--- src/rtl/xm23_mem_interface.sv ---
// ---------------------------------------------------------------------------
// xm23_mem_interface
//
// Purpose:
//   Bridges the XM23 core's MAR/MDR request path to a dual-byte-port RAM.
//   The RAM has a lower-byte port and an upper-byte port, each with its own
//   byte address, write enable and write/read data. One word or byte
//   transaction is carried per handshake and takes exactly three cycles:
//   IDLE (accept) -> ACCESS (address/we on the RAM) -> RESP (result pulse).
//   A debug read port borrows the RAM only when the core is not requesting.
//   Byte order is little-endian: the low byte lives at the even address.
//
// Handshake:
//   A core request is taken at a rising edge where req_valid and req_ready
//   are both 1. req_ready is a register: it drops on the accept edge and
//   rises again on the edge that leaves RESP. req_* are sampled only at the
//   accept edge. Responses are not backpressured: rsp_* are valid for the
//   single cycle where rsp_valid is 1 and the consumer must take them then.
//   dbg_req is a level; a debug read is taken from IDLE only when no core
//   request is taken at that edge, and completes with a one-cycle dbg_valid.
//
// Ports:
//   Clock, Reset_n        clock (rising edge), async active-low reset
//   req_valid/req_ready   core request handshake
//   req_write, req_byte   1 = write / 1 = byte access
//   req_addr, req_wdata   byte address, write data (byte uses [7:0])
//   rsp_valid             one-cycle completion pulse for core requests
//   rsp_rdata, rsp_fault  read data and alignment fault, valid with rsp_valid
//   dbg_req, dbg_addr     debug word read request (level) and address
//   dbg_valid, dbg_rdata  one-cycle debug completion pulse and read word
//   mem_lb_*, mem_ub_*    lower/upper byte RAM port: addr, wdata, we, rdata
//                         (rdata returns one cycle after the address)
//   fsm_state             current FSM state (IDLE=0, ACCESS=1, RESP=2)
//
// Configuration:
//   XM23_MEMIF_ALIGN_FAULT_EN  when defined, a core word access to an odd
//     address runs the normal three-cycle sequence but writes nothing,
//     returns rsp_rdata = 0 and raises rsp_fault with rsp_valid. When not
//     defined, bit 0 of a word address is silently cleared and rsp_fault
//     is tied to 0. Debug reads are always aligned and never fault.
// ---------------------------------------------------------------------------
module xm23_mem_interface #(
    parameter int ADDR_W = 16,
    parameter int DATA_W = 16
) (
    input  logic              Clock,
    input  logic              Reset_n,
    // core request / response
    input  logic              req_valid,
    output logic              req_ready,
    input  logic              req_write,
    input  logic              req_byte,
    input  logic [ADDR_W-1:0] req_addr,
    input  logic [DATA_W-1:0] req_wdata,
    output logic              rsp_valid,
    output logic [DATA_W-1:0] rsp_rdata,
    output logic              rsp_fault,
    // debug read port
    input  logic              dbg_req,
    input  logic [ADDR_W-1:0] dbg_addr,
    output logic              dbg_valid,
    output logic [DATA_W-1:0] dbg_rdata,
    // dual-byte-port RAM
    output logic [ADDR_W-1:0] mem_lb_addr,
    output logic [ADDR_W-1:0] mem_ub_addr,
    output logic [7:0]        mem_lb_wdata,
    output logic [7:0]        mem_ub_wdata,
    output logic              mem_lb_we,
    output logic              mem_ub_we,
    input  logic [7:0]        mem_lb_rdata,
    input  logic [7:0]        mem_ub_rdata,
    // FSM observation
    output logic [1:0]        fsm_state
);

    // -----------------------------------------------------------------------
    // State encoding
    // -----------------------------------------------------------------------
    localparam logic [1:0] IDLE   = 2'd0;
    localparam logic [1:0] ACCESS = 2'd1;
    localparam logic [1:0] RESP   = 2'd2;

    logic [1:0]        state;

    // Transaction captured at the accept edge.
    logic              write_q;
    logic              byte_q;
    logic              dbg_src_q;   // 1 = debug read, 0 = core request
    logic [ADDR_W-1:0] addr_q;
    logic [DATA_W-1:0] wdata_q;

    // Held copies of the last response data, shown outside the RESP cycle.
    logic [DATA_W-1:0] rsp_rdata_q;
    logic [DATA_W-1:0] dbg_rdata_q;

    // Decoded state and datapath helpers.
    logic              in_access;
    logic              in_resp;
    logic              misalign;
    logic [ADDR_W-1:0] eff_addr;
    logic [DATA_W-1:0] rd_word;
    logic [DATA_W-1:0] core_data;

    assign in_access = (state == ACCESS);
    assign in_resp   = (state == RESP);

    // -----------------------------------------------------------------------
    // Alignment fault detection. Debug reads and byte accesses never fault.
    // -----------------------------------------------------------------------
`ifdef XM23_MEMIF_ALIGN_FAULT_EN
    assign misalign = ~dbg_src_q & ~byte_q & addr_q[0];
`else
    assign misalign = 1'b0;
`endif

    // -----------------------------------------------------------------------
    // Sequential control: FSM, req_ready, transaction latches, held data.
    // -----------------------------------------------------------------------
    always_ff @(posedge Clock or negedge Reset_n) begin
        if (!Reset_n) begin
            state       <= IDLE;
            req_ready   <= 1'b0;
            write_q     <= 1'b0;
            byte_q      <= 1'b0;
            dbg_src_q   <= 1'b0;
            addr_q      <= '0;
            wdata_q     <= '0;
            rsp_rdata_q <= '0;
            dbg_rdata_q <= '0;
        end else begin
            case (state)
                IDLE: begin
                    // req_ready is only low in IDLE on the first edge after
                    // reset release; that edge just opens the interface and
                    // accepts nothing, so core and debug see the same start.
                    if (!req_ready) begin
                        req_ready <= 1'b1;
                    end else if (req_valid) begin
                        write_q   <= req_write;
                        byte_q    <= req_byte;
                        dbg_src_q <= 1'b0;
                        addr_q    <= req_addr;
                        wdata_q   <= req_wdata;
                        req_ready <= 1'b0;
                        state     <= ACCESS;
                    end else if (dbg_req) begin
                        // Debug is always an aligned word read.
                        write_q   <= 1'b0;
                        byte_q    <= 1'b0;
                        dbg_src_q <= 1'b1;
                        addr_q    <= dbg_addr;
                        req_ready <= 1'b0;
                        state     <= ACCESS;
                    end
                end
                ACCESS: begin
                    state <= RESP;
                end
                RESP: begin
                    if (dbg_src_q) begin
                        dbg_rdata_q <= rd_word;
                    end else begin
                        rsp_rdata_q <= core_data;
                    end
                    req_ready <= 1'b1;
                    state     <= IDLE;
                end
                default: begin
                    req_ready <= 1'b0;
                    state     <= IDLE;
                end
            endcase
        end
    end

    // -----------------------------------------------------------------------
    // RAM address and write-data generation (ACCESS cycle only).
    // A word access uses the even address on the lower port and the odd
    // address on the upper port; a byte access puts its own address on the
    // lower port. The upper address is always addr|1, so no carry is ever
    // generated (0xFFFE word -> 0xFFFF on the upper port).
    // -----------------------------------------------------------------------
    assign eff_addr = {addr_q[ADDR_W-1:1], addr_q[0] & byte_q};

    assign mem_lb_addr  = in_access ? eff_addr : '0;
    assign mem_ub_addr  = in_access ? {addr_q[ADDR_W-1:1], 1'b1} : '0;
    assign mem_lb_wdata = in_access ? wdata_q[7:0]  : 8'h00;
    assign mem_ub_wdata = in_access ? wdata_q[15:8] : 8'h00;

    // Enables are decoded from state so an asynchronous reset drops them
    // at once, without waiting for a clock edge.
    assign mem_lb_we = in_access & write_q & ~misalign;
    assign mem_ub_we = in_access & write_q & ~misalign & ~byte_q;

    // -----------------------------------------------------------------------
    // Response data. RAM read data arrives in RESP, one cycle after the
    // ACCESS address, and is shown directly in the pulse cycle; the held
    // registers take over once the pulse is gone.
    // -----------------------------------------------------------------------
    assign rd_word = {mem_ub_rdata, mem_lb_rdata};

    always_comb begin
        core_data = '0;
        if (!write_q && !misalign) begin
            if (byte_q) begin
                core_data = {{(DATA_W-8){1'b0}}, mem_lb_rdata};
            end else begin
                core_data = rd_word;
            end
        end
    end

    assign rsp_valid = in_resp & ~dbg_src_q;
    assign dbg_valid = in_resp &  dbg_src_q;
    assign rsp_fault = rsp_valid & misalign;
    assign rsp_rdata = rsp_valid ? core_data : rsp_rdata_q;
    assign dbg_rdata = dbg_valid ? rd_word   : dbg_rdata_q;

    assign fsm_state = state;

endmodule

--- config.mk ---
export PLATFORM = sky130hd
export DESIGN_NAME = xm23_mem_interface
export DESIGN_NICKNAME = d
export VERILOG_FILES = /design/src/rtl/xm23_mem_interface.sv
export SDC_FILE = /design/constraint.sdc
export NUM_CORES = 1
export LEC_CHECK = 0
export CAP_MARGIN = 20
export CORE_ASPECT_RATIO = 0.7
export CORE_MARGIN = 1.5
export CORE_UTILIZATION = 36
export CTS_CLUSTER_SIZE = 24
export DETAILED_ROUTE_END_ITERATION = 6
export PLACE_DENSITY = 0.83
export SETUP_SLACK_MARGIN = 0.1
export SLEW_MARGIN = 30
export SYNTH_ARGS = -nofsm -noshare
export SYNTH_HDL_FRONTEND = slang
export SYNTH_SLANG_ARGS = --single-unit
--- constraint.sdc ---
create_clock -name Clock -period 1.96 [get_ports Clock]
set_input_delay 0.294 -clock Clock [delete_from_list [all_inputs] [get_ports Clock]]
set_output_delay 0.294 -clock Clock [all_outputs]
set_load 0.01 [all_outputs]
After elaboration in Yosys (flattened, before gate mapping). Cells that the tools add are included.

Bits in registers: 70. Bits of input ports: 70. Output and inout port bits: 88. Word-level logic and storage cells: 50.

Equality and inequality tests: 4. Mux-type cells: 23. Bitwise operators: 7. Reductions and logical operators: 7.

Operator list (count): two-way mux 16 bit (8); two-way mux 8 bit (2); two-way mux 1 bit (8); two-way mux 2 bit (3); AND reduction 2 bit (3); AND reduction 3 bit (2); AND 1 bit (5); one-hot mux 2 bit (2 select lines) (1); != test 3 bit (second input constant) (1); one-hot mux 1 bit (3 select lines) (1); == test 2 x 1 -> 1 bit (second input constant) (1); == test 2 bit (second input constant) (1); logical NOT 2 bit (1); != test 2 bit (second input constant) (1); inverter 1 bit (2); nonzero test 2 bit (1).

Logic depth before layout (Yosys ltp). Gate-level depths: netlist of run 1.

Word-level depth: 4. Mapped depth: 5. Mapped depth without buffers: 3.

Worst setup path before layout of run 1. Ideal clock, no wire load.

Kind: flip-flop to output port. Start point: reg state[1], in the netlist fsm_state[1]. End point: out rsp_rdata[10]. Arrival: 1.368 ns. Data required time: 1.666 ns. Path slack: 0.298 ns. Cell stages (with the launch flop): 5. Buffers on the path: 2. Cell sequence: dfrtp_1 -> or3b_1 -> buf_2 -> buf_6 -> o21ai_1.

Word-level cells in the longest chain between the ends: 3.

Ends and longest elaborated chain: start: declaration (RTL line 83) `logic [1:0] state;`; start signal: assignment (RTL line 121) `state <= IDLE;`; start signal: assignment (RTL line 145) `state <= ACCESS;`; start signal: assignment (RTL line 153) `state <= ACCESS;`; == test 2 bit (RTL line 105) `assign in_resp = (state == RESP);`; AND 1 bit (RTL line 213) `assign rsp_valid = in_resp & ~dbg_src_q;`; two-way mux 16 bit (RTL line 216) `assign rsp_rdata = rsp_valid ? core_data : rsp_rdata_q;`; end: declaration (RTL line 56) `output logic [DATA_W-1:0] rsp_rdata,`.

Every way passes these cells.

Worst setup path in the final report of run 1.
Start point: reg state[0], in the netlist fsm_state[0]. End point: out dbg_rdata[6].

Word-level cells in the longest chain between the ends: 3.

Ends and longest elaborated chain: == test 2 bit (RTL line 105); AND 1 bit (RTL line 214) `assign dbg_valid = in_resp & dbg_src_q;`; two-way mux 16 bit (RTL line 217) `assign dbg_rdata = dbg_valid ? rd_word : dbg_rdata_q;`; end: declaration (RTL line 62) `output logic [DATA_W-1:0] dbg_rdata,`.

Every way passes these cells.

==> results of run 1 <==
## what timing repair did
action,CTS,global route
endpoints found under the hold margin,36,0
pin swaps,24,21
resized for setup,461,92
setup buffers,24,10
setup endpoints to repair,84,115
hold buffers,1,0
gates cloned,3,5
## cells in the final DEF (no fill, tap or decap), drive strengths merged, types with 2 or more instances in the layout
cell type	count
buf	135
dfrtp	70
clkdlybuf4s50	69
mux2	64
and2	33
nand2	32
o21ai	18
clkbuf	17
inv	3
and3	2
nand3	2
dlygate4sd2	2
clkinv	2
## worst paths after layout
path,cells past startpoint,slack [ns],end
setup / recovery,6,-0.05,dbg_rdata[6]
hold / removal,2,0.48,wdata_q[2]
setup reg to reg,7,0.18,wdata_q[9]
max in group asynchronous,3,0.92,rsp_rdata_q[6]
hold reg to reg,2,0.48,rsp_rdata_q[14]
min in group Clock,2,0.48,rsp_rdata_q[14]
## cell type report
class / count / area (um2) / area share [%]
clock buffers: 13 / 270.3 / 4.325
clock inverters: 1 / 5.005 / 0.08010
inverters: 4 / 15.01 / 0.2403
multi-input cells: 162 / 1742 / 27.87
flip-flops and latches: 70 / 1752 / 28.03
well taps: 124 / 155.1 / 2.483
repair buffers: 213 / 2310 / 36.96
## state kept, by name, summed over array words and instances (netlist names)
register	count
byte_q	1
rsp_rdata_q	16
dbg_src_q	1
dbg_rdata_q	16
wdata_q	16
req_ready	1
fsm_state	2
write_q	1
addr_q	16
## worst max-delay path: stages, from the launching register on
cell      delay (ns)
dfrtp_1         0.39
buf_6           0.12
nand3b_4        0.18
buf_8           0.15
buf_12          0.12
mux2_4          0.30
buf_6           0.12
## metal layers
| metal | vias to the layer above | part of all wire, % |
|---|---|---|
| met4 | 0 | 1.5 |
| met2 | 101 | 51 |
| li1 | 1258 | - |
| met1 | 1371 | 42 |
| met3 | 14 | 6.2 |
| met5 | - | 0 |
## cells by family (layout without fill, tap and decap cells)
logic type	count (synthesis)	after routing	synth area share, %
simple gates	76	76	12.47
flops	70	70	53.05
mux	64	64	22.96
buf+inv	35	231	7.692
compound gates	21	21	3.714
other cells	1	1	0.1136
## stage by stage
step,util [%],setup slack [ns]
after detailed placement,55.14,-0.1111
after floorplan,-,0.2977
after CTS,63.31,-0.09767
after global placement,55.14,-0.02478
final,69.44,-0.04709
after global routing,69.44,-0.1256
## power by group through the flow
stage	combinational [uW]	clock, uW	sequential, uW
after floorplan	2270	0	2400
after global placement	4170	0	2420
after detailed placement	4260	0	2460
after CTS	5210	1540	2490
after global routing	6570	1610	2640
final	6220	1500	2560
==> impl_metrics.py, run 1 <==
metrics = {
    "floorplan": {
        "die_area_um2": 9764,
        "start_util_pct": 36.69,
        "die_h_um": 83.13,
        "coreArea_um2": 8999,
        "io_pins": 158,
        "die_w_um": 117.5,
        "rows": 29,
    },
    "yosys": {
        "yosys-top-cells-area": "dfrtp_1 (53%), mux2_2 (18%), and2_1 (6.3%)",
        "syn-num-nets": 337,
        "netlist.area_leader.share_pct": 53.05,
        "synth.distinct_cells": 29,
        "ys.flop_type": "dfrtp_1",
        "synth_edf_count": 0,
        "synth_top_area_cell": "dfrtp_1",
        "yosys-top-cells-count": "dfrtp_1 (70), mux2_2 (52), and2_1 (33)",
        "ys_warn_count": 0,
        "synthesis.area_um2": 3302,
        "ys_ff_latch": 70,
        "synth_cells": 267,
        "syn_avg_cell_area_um2": 12.37,
        "synth-seq-area-share_pct": 53.05,
        "synthMostInstantiatedCell": "dfrtp_1",
        "async_flop_share_pct": 100.0,
    },
    "power_and_ir_drop": {
        "leakage_uw": 0.002975,
        "p_sw_uw": 3330,
        "p_clk_share_pct": 14.6,
        "swShare_pct": 32.39,
        "fin_total_pwr_uw": 10280,
        "max-vdd-ir-drop_mv": 0.7160,
        "p_int_uw": 6952,
        "power_density_nw_per_um2": 1646,
        "share_comb_of_total_power_pct": 60.5,
        "p_seq_share_pct": 24.9,
    },
    "grt": {
        "grt_util_met2_pct": 32.67,
        "grt_pass1_vias": 2923,
        "use_met1_pct": 24.61,
        "antenna_found_initial": 0,
        "track_usage_pct": 19.79,
        "gr-total-overflow": 0,
        "top_usage_layer": "met2",
        "grt_max_degree": 38,
        "global_route.usage.met3_pct": 6.937,
        "grt_pass1_wl_mm": 14.92,
    },
    "clocking": {
        "cts_made_buffers": 9,
        "cts_root_buffer": "clkbuf_16",
        "h-tree-depth": 3,
        "cts_tree": "done",
        "worstSkewPairLatency_ns": 0.33,
        "numClockSinks": 70,
        "clk_pin_slew_ns": 0.05,
        "cts_max_path_buffers": 2,
    },
    "worst_setup_path": {
        "required_ns": 1.67,
        "crit_arrival_ns": 1.71,
        "critPathKind": "register to output port",
        "critical_path.endpoint_type": "output port",
        "critPathLaunch": "fsm_state[0]",
        "r2r-start": "fsm_state[0]",
        "worst-path-max-fanout": 5,
        "cp-start-kind": "register",
    },
    "cells_and_area": {
        "layout.cells.non_filler": 587,
        "antenna_cells": 0,
        "postLayoutCellArea_um2": 6248,
        "area_delta_synth_final_pct": 89.24,
        "drive_gt1_share_pct": 60.26,
        "final_net_count": 530,
        "nFillCells": 633,
    },
    "sta": {
        "period_share_pct": 102.4,
        "tightest_slew_ns": 0.5034,
        "relSlewSlack_pct": 66.44,
        "fin_crit_ns": 2.007,
        "fin_ws_ns": -0.04709,
        "hold_ws_ns": 0.4765,
        "final-setup-viol-count": 19,
        "setup_tns_ns": -0.5252,
        "fin_worst_skew_ns": 0.003862,
        "rsz0062_at_grt": "yes",
        "finalHoldViolCount": 0,
        "slew_viol_final": 0,
        "fmax_mhz": 498.2,
    },
    "placement": {
        "dpl-instance-area_um2": 4962,
        "hpwl_mm": 6.252,
        "io_buffers": 156,
        "routabilityCongestion": 0.7531,
        "place_inst": 532,
    },
    "status": {
        "violations": "setup timing",
        "outcome": "complete, but fails checks",
    },
    "routing": {
        "first_pass_iters": 4,
        "drt-total-wl_mm": 10.11,
        "wire_per_inst_um": 17.22,
        "ant_nets": 0,
        "post-route-drc-count": 0,
        "num_vias": 2744,
        "vias_per_cell": 4.675,
        "drt_iter0_markers": 86,
    },
    "job": {
        "max-cap-violations": 0,
    },
    "worst_hold_path": {
        "min_path_type": "primary input to async pin",
    },
}
Note: power is estimated with default switching activity, not from simulation.
==> run 2, diff against run 1 <==
--- a/config.mk
+++ b/config.mk
@@ -5,7 +5,7 @@
 export SDC_FILE = /design/constraint.sdc
 export NUM_CORES = 1
 export LEC_CHECK = 0
-export CAP_MARGIN = 20
+export CAP_MARGIN = 30
 export CORE_ASPECT_RATIO = 0.7
 export CORE_MARGIN = 1.5
 export CORE_UTILIZATION = 36
@@ -17,3 +17,4 @@
 export SYNTH_ARGS = -nofsm -noshare
 export SYNTH_HDL_FRONTEND = slang
 export SYNTH_SLANG_ARGS = --single-unit
+export TNS_END_PERCENT = 5
==> impl_metrics.py, run 2 (synthesized netlist as in run 1, its figures left out) <==
metrics = {
    "sta": {
        "relSlewSlack_pct": 66.56,
        "fmax_mhz": 498.8,
        "fin_ws_ns": -0.04480,
        "final-setup-viol-count": 14,
        "tightest_slew_ns": 0.5016,
        "fin_crit_ns": 2.005,
        "slew_viol_final": 0,
        "period_share_pct": 102.3,
        "fin_worst_skew_ns": 0.004444,
        "rsz0062_at_grt": "yes",
        "finalHoldViolCount": 0,
    },
    "worst_setup_path": {
        "crit_family": "simple AND/OR/NAND/NOR gates",
        "critical_path.endpoint_type": "output port",
        "path_cells": "or3b_4, clkbuf_16, nand2_2, o21ai_4, buf_2",
        "path_buf_inv": 2,
        "crit_arrival_ns": 1.71,
        "r2r_cells": 7,
        "cp-start-kind": "register",
        "worst-path-max-fanout": 8,
        "critPathKind": "register to output port",
        "cp.depth": 5,
        "max_stage_delay_ns": 0.49,
        "required_ns": 1.67,
        "critPathSlowestCell": "or3b_4",
    },
    "cells_and_area": {
        "layout.cells.non_filler": 566,
        "final_util_pct": 64.24,
        "final_common_cell": "buf_6",
        "area_delta_synth_final_pct": 75.07,
        "final_net_count": 509,
        "multiInputGateArea_um2": 1572,
        "final_cell_mix": "buf_6 (72), dfrtp_1 (70), clkdlybuf4s50_1 (69)",
        "drive_gt1_share_pct": 56.11,
        "nFillCells": 707,
        "antenna_cells": 0,
        "regArea_um2": 1752,
    },
    "floorplan": {
        "rows": 29,
        "coreArea_um2": 8999,
        "die_w_um": 117.5,
        "start_util_pct": 36.69,
        "io_pins": 158,
        "die_h_um": 83.13,
        "die_area_um2": 9764,
    },
    "grt": {
        "antenna_found_initial": 0,
        "grt_pass1_vias": 2770,
        "track_usage_pct": 18.65,
        "grt_pass1_wl_mm": 14.11,
        "gr-total-overflow": 0,
        "grt_max_degree": 38,
    },
    "placement": {
        "place_inst": 532,
        "io_buffers": 156,
        "pre_cts_ws_ns": -0.1111,
        "hpwl_mm": 6.252,
        "routabilityCongestion": 0.7531,
    },
    "power_and_ir_drop": {
        "p_seq_share_pct": 27.1,
        "swShare_pct": 33.07,
        "max-vdd-ir-drop_mv": 0.6246,
        "fin_total_pwr_uw": 9273,
        "p_int_uw": 6206,
        "p_sw_uw": 3066,
        "share_comb_of_total_power_pct": 56.6,
        "leakage_uw": 0.002734,
        "power_density_nw_per_um2": 1604,
        "p_clk_share_pct": 16.2,
    },
    "clocking": {
        "h-tree-depth": 3,
        "cts_root_buffer": "clkbuf_16",
        "cts_tree": "done",
        "clk_pin_slew_ns": 0.05,
        "numClockSinks": 70,
        "cts_max_path_buffers": 2,
        "worstSkewPairLatency_ns": 0.32,
        "cts_made_buffers": 9,
    },
    "routing": {
        "wire_per_inst_um": 16.76,
        "first_pass_iters": 4,
        "ant_nets": 0,
        "post-route-drc-count": 0,
        "vias_per_cell": 4.629,
        "num_vias": 2620,
        "drt_iter0_markers": 65,
        "drt-total-wl_mm": 9.486,
    },
    "job": {
        "max-cap-violations": 0,
    },
    "status": {
        "outcome": "complete, but fails checks",
        "violations": "setup timing",
    },
    "worst_hold_path": {
        "holdPathStages": 2,
        "min_path_type": "register to register",
    },
}
==> run 2: cell count changes in the layout (fill, tap and decap cells not counted), sizes merged <==
cell	before	now
dlymetal6s2s	1	2
buf	135	115
clkdlybuf4s15	1	0
clkbuf	17	16
==> run 2: area by class of cell <==
class / instances / area share, %
sequential: 70 / 30.30
clock buffer: 13 / 4.675
clock inverter: 1 / 0.08658
timing repair buffer: 192 / 34.81
inverter: 4 / 0.2597
tap: 124 / 2.684
multi-input combinational: 162 / 27.19
==> run 2: final timing paths <==
| check | from | to | slack, ns |
|---|---|---|---|
| setup / recovery | fsm_state[1] | rsp_rdata[6] | -0.04 |
| hold / removal | rsp_rdata_q[5] | rsp_rdata_q[5] | 0.47 |
| setup reg to reg | fsm_state[0] | wdata_q[4] | 0.09 |
| hold reg to reg | rsp_rdata_q[5] | rsp_rdata_q[5] | 0.47 |
| max in group asynchronous | Reset_n | rsp_rdata_q[6] | 0.92 |
| min in group asynchronous | Reset_n | wdata_q[2] | 0.48 |
==> run 2: through the flow <==
stage	instance area (um2)	TNS (ns)	hold slack (ns)
after floorplan	3302	0	-0.001591
after global placement	4962	-0.3537	0.2950
after detailed placement	4962	-1.468	0.2929
after CTS	5334	-1.613	0.4641
after global routing	5781	-2.186	0.4921
final	5781	-0.3019	0.4719
==> run 2: timing repair <==
| action | in CTS | in global routing |
|---|---|---|
| hold buffers | 1 | 0 |
| pin swaps | 6 | 19 |
| setup endpoints to repair | 84 | 101 |
| cloned | 3 | 4 |
| resized for setup | 349 | 133 |
| hold endpoints to repair | 36 | 0 |
| setup buffers | 9 | 4 |
==> run 2: power groups by stage <==
stage          sequential [uW]  combinational, uW  clock [uW]
2_1_floorplan             2400               2270           0
3_3_place_gp              2420               4170           0
3_5_place_dp              2460               4260           0
4_1_cts                   2460               4440        1540
5_1_grt                   2600               5590        1610
6_report                  2520               5250        1500
==> run 2: tightest hold or removal path: cells and delay by family (launching register included) <==
kind / cells / cell delay, ns
simple gates: 1 / 0.05
flops: 1 / 0.34
compound gates: 1 / 0.05
==> run 2: routing by layer <==
layer  wire length, um  part of all wire (%)  GRT usage (%)
met1              4101                    43          23.10
met4               101                   1.1          5.100
met2              4686                    49          30.91
met5                 0                     0              0
met3               597                   6.3          6.868
